### src/rtl/arb_weight_tracker_pkg.sv
// ---------------------------------------------------------------------------
// arb_weight_tracker_pkg
// Shared definitions for the weighted round-robin tracking stage:
//   ARB_WEIGHT_W    - default width of one packed weight slice / grant counter
//   arb_state_e     - handshake FSM encoding (IDLE / BUSY)
//   arb_eff_weight  - effective-weight rule: a programmed weight of 0 counts
//                     as 1, so every requester gets at least one grant a round
// ---------------------------------------------------------------------------
package arb_weight_tracker_pkg;

  localparam int unsigned ARB_WEIGHT_W = 3;

  typedef enum logic {
    IDLE = 1'b0,
    BUSY = 1'b1
  } arb_state_e;

  // Operates on a 32-bit container so callers of any slice width can use it;
  // the caller truncates the result back to its own width.
  function automatic logic [31:0] arb_eff_weight(input logic [31:0] w);
    return (w == 32'd0) ? 32'd1 : w;
  endfunction

endpackage

### src/rtl/arb_weight_counter.sv
// ---------------------------------------------------------------------------
// arb_weight_counter
// Per-requester grant counter plus "weight used up" flag.
// Ports:
//   clk, rst          - clock, asynchronous active-high reset
//   inc_i             - an accepted grant for this requester (handshake cycle)
//   clr_i             - round clear; wins over inc_i
//   eff_w_i           - effective weight (never 0)
//   completed_o       - registered completed flag
//   completed_next_o  - flag value this handshake would produce before any
//                       round clear; the top uses it to decide the clear
// ---------------------------------------------------------------------------
module arb_weight_counter #(
  parameter int unsigned P_WEIGHT_W = 3
) (
  input  logic                  clk,
  input  logic                  rst,
  input  logic                  inc_i,
  input  logic                  clr_i,
  input  logic [P_WEIGHT_W-1:0] eff_w_i,
  output logic                  completed_o,
  output logic                  completed_next_o
);

  logic [P_WEIGHT_W-1:0] cnt_q, cnt_d;
  logic                  completed_q, completed_d;
  logic [P_WEIGHT_W:0]   cnt_inc;
  logic                  reach;

  // One extra bit so the compare cannot be fooled by a wrap.
  assign cnt_inc = {1'b0, cnt_q} + (P_WEIGHT_W + 1)'(1);
  // ">=" rather than "==" so a weight lowered mid-round completes on the
  // very next accepted grant instead of counting past it.
  assign reach   = (cnt_inc >= {1'b0, eff_w_i});

  // A completed requester granted again (exception grant) keeps its flag.
  assign completed_next_o = completed_q | (inc_i & reach);
  assign completed_o      = completed_q;

  always_comb begin
    cnt_d       = cnt_q;
    completed_d = completed_q;
    if (clr_i) begin
      cnt_d       = '0;
      completed_d = 1'b0;
    end else if (inc_i && !completed_q) begin
      // Counting stops at completion, so the stored value never exceeds the
      // effective weight and the dropped carry bit is always zero here.
      cnt_d       = cnt_inc[P_WEIGHT_W-1:0];
      completed_d = reach;
    end
  end

  always_ff @(posedge clk or posedge rst) begin
    if (rst) begin
      cnt_q       <= '0;
      completed_q <= 1'b0;
    end else begin
      cnt_q       <= cnt_d;
      completed_q <= completed_d;
    end
  end

endmodule

### src/rtl/arb_weight_tracker.sv
// ---------------------------------------------------------------------------
// arb_weight_tracker
// Registers the granter's one-hot grant into a valid/ready handshake toward
// the channel mux, counts accepted grants per requester and feeds the
// per-requester "weight used up" flags back to the granter. A new round
// opens when no still-requesting requester has weight left.
// Ports:
//   clk, rst                  - clock, asynchronous active-high reset
//   request                   - raw request vector (same as the granter's)
//   prior_grant               - one-hot or zero combinational grant
//   weight                    - packed weights, requester i at [i*W +: W]
//   grant_ready               - downstream accepts the current grant
//   grant_valid               - registered grant is valid
//   grant                     - registered one-hot grant
//   request_weight_completed  - per-requester weight used up this round
// ---------------------------------------------------------------------------
module arb_weight_tracker
  import arb_weight_tracker_pkg::*;
#(
  parameter int unsigned P_REQUESTER_NUM = 3,
  parameter int unsigned P_WEIGHT_W      = ARB_WEIGHT_W
) (
  input  logic                                 clk,
  input  logic                                 rst,
  input  logic [P_REQUESTER_NUM-1:0]            request,
  input  logic [P_REQUESTER_NUM-1:0]            prior_grant,
  input  logic [P_REQUESTER_NUM*P_WEIGHT_W-1:0] weight,
  input  logic                                 grant_ready,
  output logic                                 grant_valid,
  output logic [P_REQUESTER_NUM-1:0]            grant,
  output logic [P_REQUESTER_NUM-1:0]            request_weight_completed
);

  arb_state_e                 state_q, state_d;
  logic [P_REQUESTER_NUM-1:0] grant_q, grant_d;
  logic [P_REQUESTER_NUM-1:0] pg_lowest;
  logic [P_REQUESTER_NUM-1:0] inc;
  logic [P_REQUESTER_NUM-1:0] completed;
  logic [P_REQUESTER_NUM-1:0] completed_next;
  logic                       handshake;
  logic                       round_clr;

  // Isolate the lowest set bit so a malformed multi-hot grant still latches
  // a single requester.
  assign pg_lowest = prior_grant & ((~prior_grant) + P_REQUESTER_NUM'(1));

  assign handshake = (state_q == BUSY) && grant_ready;
  assign inc       = grant_q & {P_REQUESTER_NUM{handshake}};

  // Clear when every requester still asking has used its weight, counting
  // the grant being accepted right now.
  assign round_clr = handshake && ((request & ~completed_next) == '0);

  always_comb begin
    state_d = state_q;
    grant_d = grant_q;
    unique case (state_q)
      IDLE: begin
        if (|prior_grant) begin
          state_d = BUSY;
          grant_d = pg_lowest;
        end
      end
      BUSY: begin
        // Returning to IDLE for one cycle lets the granter see the updated
        // completed flags before it is sampled again.
        if (grant_ready) begin
          state_d = IDLE;
          grant_d = '0;
        end
      end
    endcase
  end

  always_ff @(posedge clk or posedge rst) begin
    if (rst) begin
      state_q <= IDLE;
      grant_q <= '0;
    end else begin
      state_q <= state_d;
      grant_q <= grant_d;
    end
  end

  for (genvar gi = 0; gi < P_REQUESTER_NUM; gi++) begin : g_cnt
    logic [P_WEIGHT_W-1:0] eff_w;

    assign eff_w = P_WEIGHT_W'(arb_eff_weight(32'(weight[gi*P_WEIGHT_W +: P_WEIGHT_W])));

    arb_weight_counter #(
      .P_WEIGHT_W (P_WEIGHT_W)
    ) u_cnt (
      .clk              (clk),
      .rst              (rst),
      .inc_i            (inc[gi]),
      .clr_i            (round_clr),
      .eff_w_i          (eff_w),
      .completed_o      (completed[gi]),
      .completed_next_o (completed_next[gi])
    );
  end

  assign grant_valid              = (state_q == BUSY);
  assign grant                    = grant_q;
  assign request_weight_completed = completed;

endmodule

### config.mk
export PLATFORM = sky130hd
export DESIGN_NAME = arb_weight_tracker
export DESIGN_NICKNAME = d
export VERILOG_FILES = /design/src/rtl/arb_weight_tracker_pkg.sv /design/src/rtl/arb_weight_counter.sv /design/src/rtl/arb_weight_tracker.sv
export SDC_FILE = /design/constraint.sdc
export NUM_CORES = 1
export LEC_CHECK = 0
export BUFFER_PORTS_ARGS = -buffer_cell sky130_fd_sc_hd__buf_4
export CAP_MARGIN = 5
export CORE_MARGIN = 2
export CORE_UTILIZATION = 53
export CTS_CLUSTER_DIAMETER = 50
export DETAILED_ROUTE_END_ITERATION = 8
export GPL_TIMING_DRIVEN = 0
export PLACE_DENSITY = 0.75
export SYNTH_ARGS = -nofsm -noshare
export SYNTH_HDL_FRONTEND = slang
export SYNTH_HIERARCHICAL = 1
export SYNTH_SLANG_ARGS = --single-unit
### constraint.sdc
create_clock -name clk -period 4 [get_ports clk]
set_input_delay 0.6 -clock clk [delete_from_list [all_inputs] [get_ports clk]]
set_output_delay 0.6 -clock clk [all_outputs]
set_load 0.005 [all_outputs]
Word-level counts from Yosys, hierarchy flattened
Cells that the tools add are included.
- bits in registers: 16
- input port bits: 18
- output and inout bits: 7
- word-level logic and storage cells: 67
- $add $sub $neg: 4
- magnitude comparators: 3
- equal/unequal tests: 2
- mux-type cells: 21
- bitwise operators: 12
- reductions and logical operators: 17
- operator list (kind ; number):
    2-to-1 mux 3 bit ; 11
    adder 3 x 1 -> 4 bit (second input constant) ; 3
    >= comparator 4 x 3 -> 1 bit ; 3
    zero test 3 bit ; 4
    AND 3 bit ; 3
    2-to-1 mux 1 bit ; 8
    inverter 3 bit ; 2
    case mux 3 bit (2 select lines) ; 1
    nonzero test 2 bit ; 3
    logical AND 1 bit ; 5
    != test 2 bit (second input constant) ; 2
    adder 3 x 1 -> 3 bit (second input constant) ; 1
    AND 1 bit ; 3
    zero test 1 bit ; 3
    OR 1 bit ; 3
    OR reduction 3 bit ; 1
    case mux 1 bit (2 select lines) ; 1
    AND reduction 2 bit ; 1
    inverter 1 bit ; 1

Logic depth before layout (Yosys ltp)
- word-level depth: 10
- mapped depth: 10
- depth with buffers taken out: 10

Modules after synthesis
Netlist, hierarchy kept.
- by module, submodules not included (module ; times used ; cells each ; area an instance (µm²) ; seq. area each (µm²)):
    arb_weight_counter (g_cnt[1].u_cnt ...) ; 2 ; 28 ; 277.8 ; 100.1
    arb_weight_tracker ; 1 ; 35 ; 311.5 ; 100.1
    arb_weight_counter (g_cnt[0].u_cnt) ; 1 ; 28 ; 272.8 ; 100.1

Least setup slack after synthesis
No wires, ideal clock.
- kind: flip-flop to flip-flop
- start: reg g_cnt[0].u_cnt.cnt_q[0]
- end: reg g_cnt[1].u_cnt.completed_q
- setup time: 0.119 ns
- arrival time: 2.632 ns
- required time: 3.881 ns
- path slack: 1.249 ns
- cell stages (with the launch flop): 11
- buffers on the path: 0
- period minus slack after synthesis: 2.751 ns
- cell sequence: dfrtp_1 -> ha_1 -> xor2_1 -> ha_1 -> o21ai_0 -> a21oi_1 -> o22a_1 -> nor2b_1 -> nor4_1 -> nor2_1 -> and2_1
- longest elaborated chain between the ends: 9
- elaborated cells between the ends (all ways): 10
- those cells by class: add/sub (1); order compare (1); mux (1); bitwise (4); reduce/logical (3)
- ends and longest elaborated chain (item ; line ; source):
    start, declared ; arb_weight_counter.sv:25 ; logic [P_WEIGHT_W-1:0] cnt_q, cnt_d;
    start signal, assigned ; arb_weight_counter.sv:59 ; cnt_q <= cnt_d;
    adder 3 x 1 -> 4 bit (*) ; arb_weight_counter.sv:31 ; assign cnt_inc = {1'b0, cnt_q} + (P_WEIGHT_W + 1)'(1);
    >= comparator 4 x 3 -> 1 bit (*) ; arb_weight_counter.sv:34 ; assign reach = (cnt_inc >= {1'b0, eff_w_i});
    AND 1 bit (*) ; arb_weight_counter.sv:37 ; assign completed_next_o = completed_q | (inc_i & reach);
    OR 1 bit (*) ; arb_weight_counter.sv:37 ;
    net completed_next[0] ; arb_weight_tracker.sv:39 ; logic [P_REQUESTER_NUM-1:0] completed_next;
    inverter 3 bit (*) ; arb_weight_tracker.sv:52 ; assign round_clr = handshake && ((request & ~completed_next) == '0);
    AND 3 bit (*) ; arb_weight_tracker.sv:52 ;
    zero test 3 bit (*) ; arb_weight_tracker.sv:52 ;
    logical AND 1 bit (*) ; arb_weight_tracker.sv:52 ;
    net round_clr ; arb_weight_tracker.sv:41 ; logic round_clr;
    2-to-1 mux 1 bit or nonzero test 2 bit (tied branches) ; - ;
    end signal, assigned ; arb_weight_counter.sv:60 ; completed_q <= completed_d;
    end, declared ; arb_weight_counter.sv:26 ; logic completed_q, completed_d;
Mark *: on every way through the listed nets, which the timed path passes. The rest lies on a longest branch.
A chain may end at the register's enable or synchronous reset.

Final worst setup path
Ends and elaborated chain as after synthesis.

==> impl_results.md <==
* CTS Hold Bufs at 0
* Clock Skew at 2.54 ps
* Rows at 16
* Startpoint class of the critical path: flip-flop
* Initial antenna violation count at 0
* Avg WL per Cell at 12.3 um
* Slew @ Worst Pin at 496 ps
* Post-Syn Area at 1140 sq um
* #FFs+latches synth at 16
* Required @ worst endpoint at 4180 ps
* CTS Buf Count at 3
* Distinct cells, synth at 31
* Setup crit end kind: flip-flop
* Post CTS Setup Buffer Count at 0
* Resize count post-CTS at 0
* RSZ-0062 raised after global routing: false
* Die footprint at 2540 sq um
* ANT nets after route at 0
* Final min period at 2600 ps
* Met3 Use GR at 4.46%
* Core ar. at 2000 sq um
* Setup-failing EPs final at 0
* Worst Setup Path Type: flip-flop to flip-flop
* Synth Area per Inst at 9.58 sq um
* Register area at 400 sq um
* Layout Nets at 179
* Via count at 925
* Post-Route WL at 2160 um
* Commonest non-fill, non-tap cells in the layout: buf_4 (25), nor2_1 (19), dfrtp_1 (16)
* Bufs on Longest Clock Path at 2
* Grt total ovfl at 0
* Critical path arrival at 2780 ps
* Synth Warn # at 6
* Root buf cell: clkbuf_4
* Diodes inserted at 0
* RePlAce Congestion at 0.746
* Vias per std cell at 5.29
* Syn_nets at 149
* Layout area overhead at 23.2%
* CTS H-tree lvls at 1
* Fill count at 159
* Pins Over Slew Limit at 0
* P_leak at 0.742 nW
* Initial Util at 56.9%
* Global routing met1 resource utilization at 25.6%
* Pre-antenna DRT Iters at 4
* Total GRT Usage at 20.6%
* DRC violations left at 0
* CTS tree: done
* Busiest grt layer: met2
* Hold Path Class: input pin to asynchronous set/reset pin
* Crit-path most repeated cell: ha_1
* Total Neg Setup Slack at 0 ps
* Final instance area at 1400 sq um
* Max-slew headroom at 66.6%
* Slowest cell on crit path: nor4_2
* CP delay by family, top: simple AND/OR/NAND/NOR gates
* Hold_ws at 209 ps
* WP buf/inv at 1
* Clock slew seen by the registers of the worst setup and hold paths at 90 ps
* Yosys top cell area share at 35.1%
* Critical path peak fanout at 8
* Multi-input gate area in the final layout at 671 sq um
* CTS Sinks at 16
* Commonest non-fill, non-tap cell in the layout: buf_4
* Dpl hpwl at 1730 um
* Max Fclk at 385 MHz
* DIE WIDTH at 50.4 um
* Status: completed
* Layout cell share with drive strength beyond 1 at 27.0%
* Syn Inst Count at 119
* Top cell type by total area after synthesis: dfrtp_1
* Tcrit/Tclk final at 64.9%
* GR met2 Demand/Resource at 36.0%
* Seq/Total Area, Yosys at 35.1%
* Worst skew pair latency at 280 ps
* CP Cell Sequence: ha_1 > xor2_1 > ha_1 > o21ai_0 > a21oi_1 > o22a_1 > nor2b_1 > nor4_2 > buf_4 > nor2_1 > and2_1
* Area after DPL at 1370 sq um
* Vias in the first global route at 957
* DIE HEIGHT at 50.4 um
* First-pass GRT wire length at 4030 um
* Hold Vio Cnt, Final at 0
* IO Count at 25
* Worst vdd ir at 0.338 mV
* PwrDens at 436 nW/um^2
* Pin count of the biggest net entering global routing at 11
* Maxcap violations at 0
* CP peak stage delay at 440 ps
* Initial drt markers at 7
* Port bufs at 24
* Top cells by area, synth: dfrtp_1 (35%), ha_1 (13%), nor2_1 (6.3%)
* Tot Pwr at 0.000612 W
-- Yosys cell counts --
| library cell | number |
|---|---|
| nor2_1 | 19 |
| dfrtp_1 | 16 |
| ha_1 | 12 |
| inv_1 | 11 |
| clkbuf_1 | 6 |
| xor2_1 | 6 |
| and3_2 | 3 |
| mux2i_1 | 3 |
| nand3b_1 | 3 |
| nor2b_1 | 3 |
| nor2b_4 | 3 |
| o21a_1 | 3 |
| o21ai_0 | 3 |
| o21bai_1 | 3 |
| xnor2_1 | 3 |
| a221o_1 | 2 |
| a311oi_1 | 2 |
| and2_1 | 2 |
| nor3b_1 | 2 |
| nor4b_1 | 2 |
| o21ai_1 | 2 |
| a21boi_0 | 1 |
| a21oi_1 | 1 |
| a311o_1 | 1 |
| buf_6 | 1 |
| nand2_1 | 1 |
| nor2b_2 | 1 |
| nor4_1 | 1 |
| o22a_1 | 1 |
| o2bb2ai_2 | 1 |
| or3_4 | 1 |
-- cell families (layout without fill, tap and decap cells) --
logic type	count (synthesis)	after routing	share of synthesized area, %
multiplexers	3	3	2.63
adder cells (fa/ha/maj)	12	12	13.2
AND/OR/NAND/NOR	41	41	22.1
XOR/XNOR	9	9	6.92
buffers and inverters	18	47	6.59
AO/OA/AOI/OAI	20	20	13.5
flip-flops	16	16	35.1
-- area by class of cell --
type,instances,share of cell area [%]
inverters,11,2.94
clock buffers,4,2.58
multi-input cells,85,47.8
flip-flops and latches,16,28.5
repair buffers,25,13.4
well taps,27,2.41
plain buffers,7,2.41
-- routing by layer --
metal | vias up | routed length (um)
met4 | 0 | 14
li1 | 465 | -
met2 | 17 | 1090
met1 | 441 | 986
met5 | - | 0
met3 | 2 | 60
-- registers in the layout, indices dropped and copies added (netlist names) --
name / flops
g_cnt.u_cnt/completed_o: 3
grant_valid: 1
g_cnt.u_cnt/cnt_q: 9
grant: 3
-- worst register-to-register path: cells and delay by family, from the launching register on --
family	cells	cell delay (ps)
buffers and inverters	1	260
adder cells (fa/ha/maj)	2	530
XOR/XNOR	1	150
AO/OA/AOI/OAI	3	430
AND/OR/NAND/NOR	4	690
flip-flops	1	430
-- worst paths after layout --
kind / slack, ps / cells past startpoint / startpoint / end
setup / recovery: 1400 / 11 / g_cnt[0].u_cnt/cnt_q[0] / g_cnt[1].u_cnt/completed_o
hold / removal: 210 / 2 / rst / g_cnt[0].u_cnt/cnt_q[1]
setup reg to reg: 1400 / 11 / g_cnt[0].u_cnt/cnt_q[0] / g_cnt[1].u_cnt/completed_o
hold reg to reg: 550 / 1 / grant[2] / grant[2]
max in group asynchronous: 3620 / 2 / rst / g_cnt[1].u_cnt/cnt_q[0]
min in group clk: 550 / 1 / grant[2] / grant[2]
-- stage by stage --
step	util, %	std cells	worst slack, ps
after CTS	70.1	175	1400
after global placement	67.6	170	653
after floorplan	-	119	1250
final	70.1	175	1400
after detailed placement	68.3	171	1400
after global routing	70.1	175	1130
-- where the power goes --
part	internal [W]	total [W]	switching [W]
registers	0.000202	0.000248	0.0000463
logic	0.000134	0.000259	0.000125
clock network	0.0000554	0.000104	0.0000490
(Power assumes the default switching activity.)
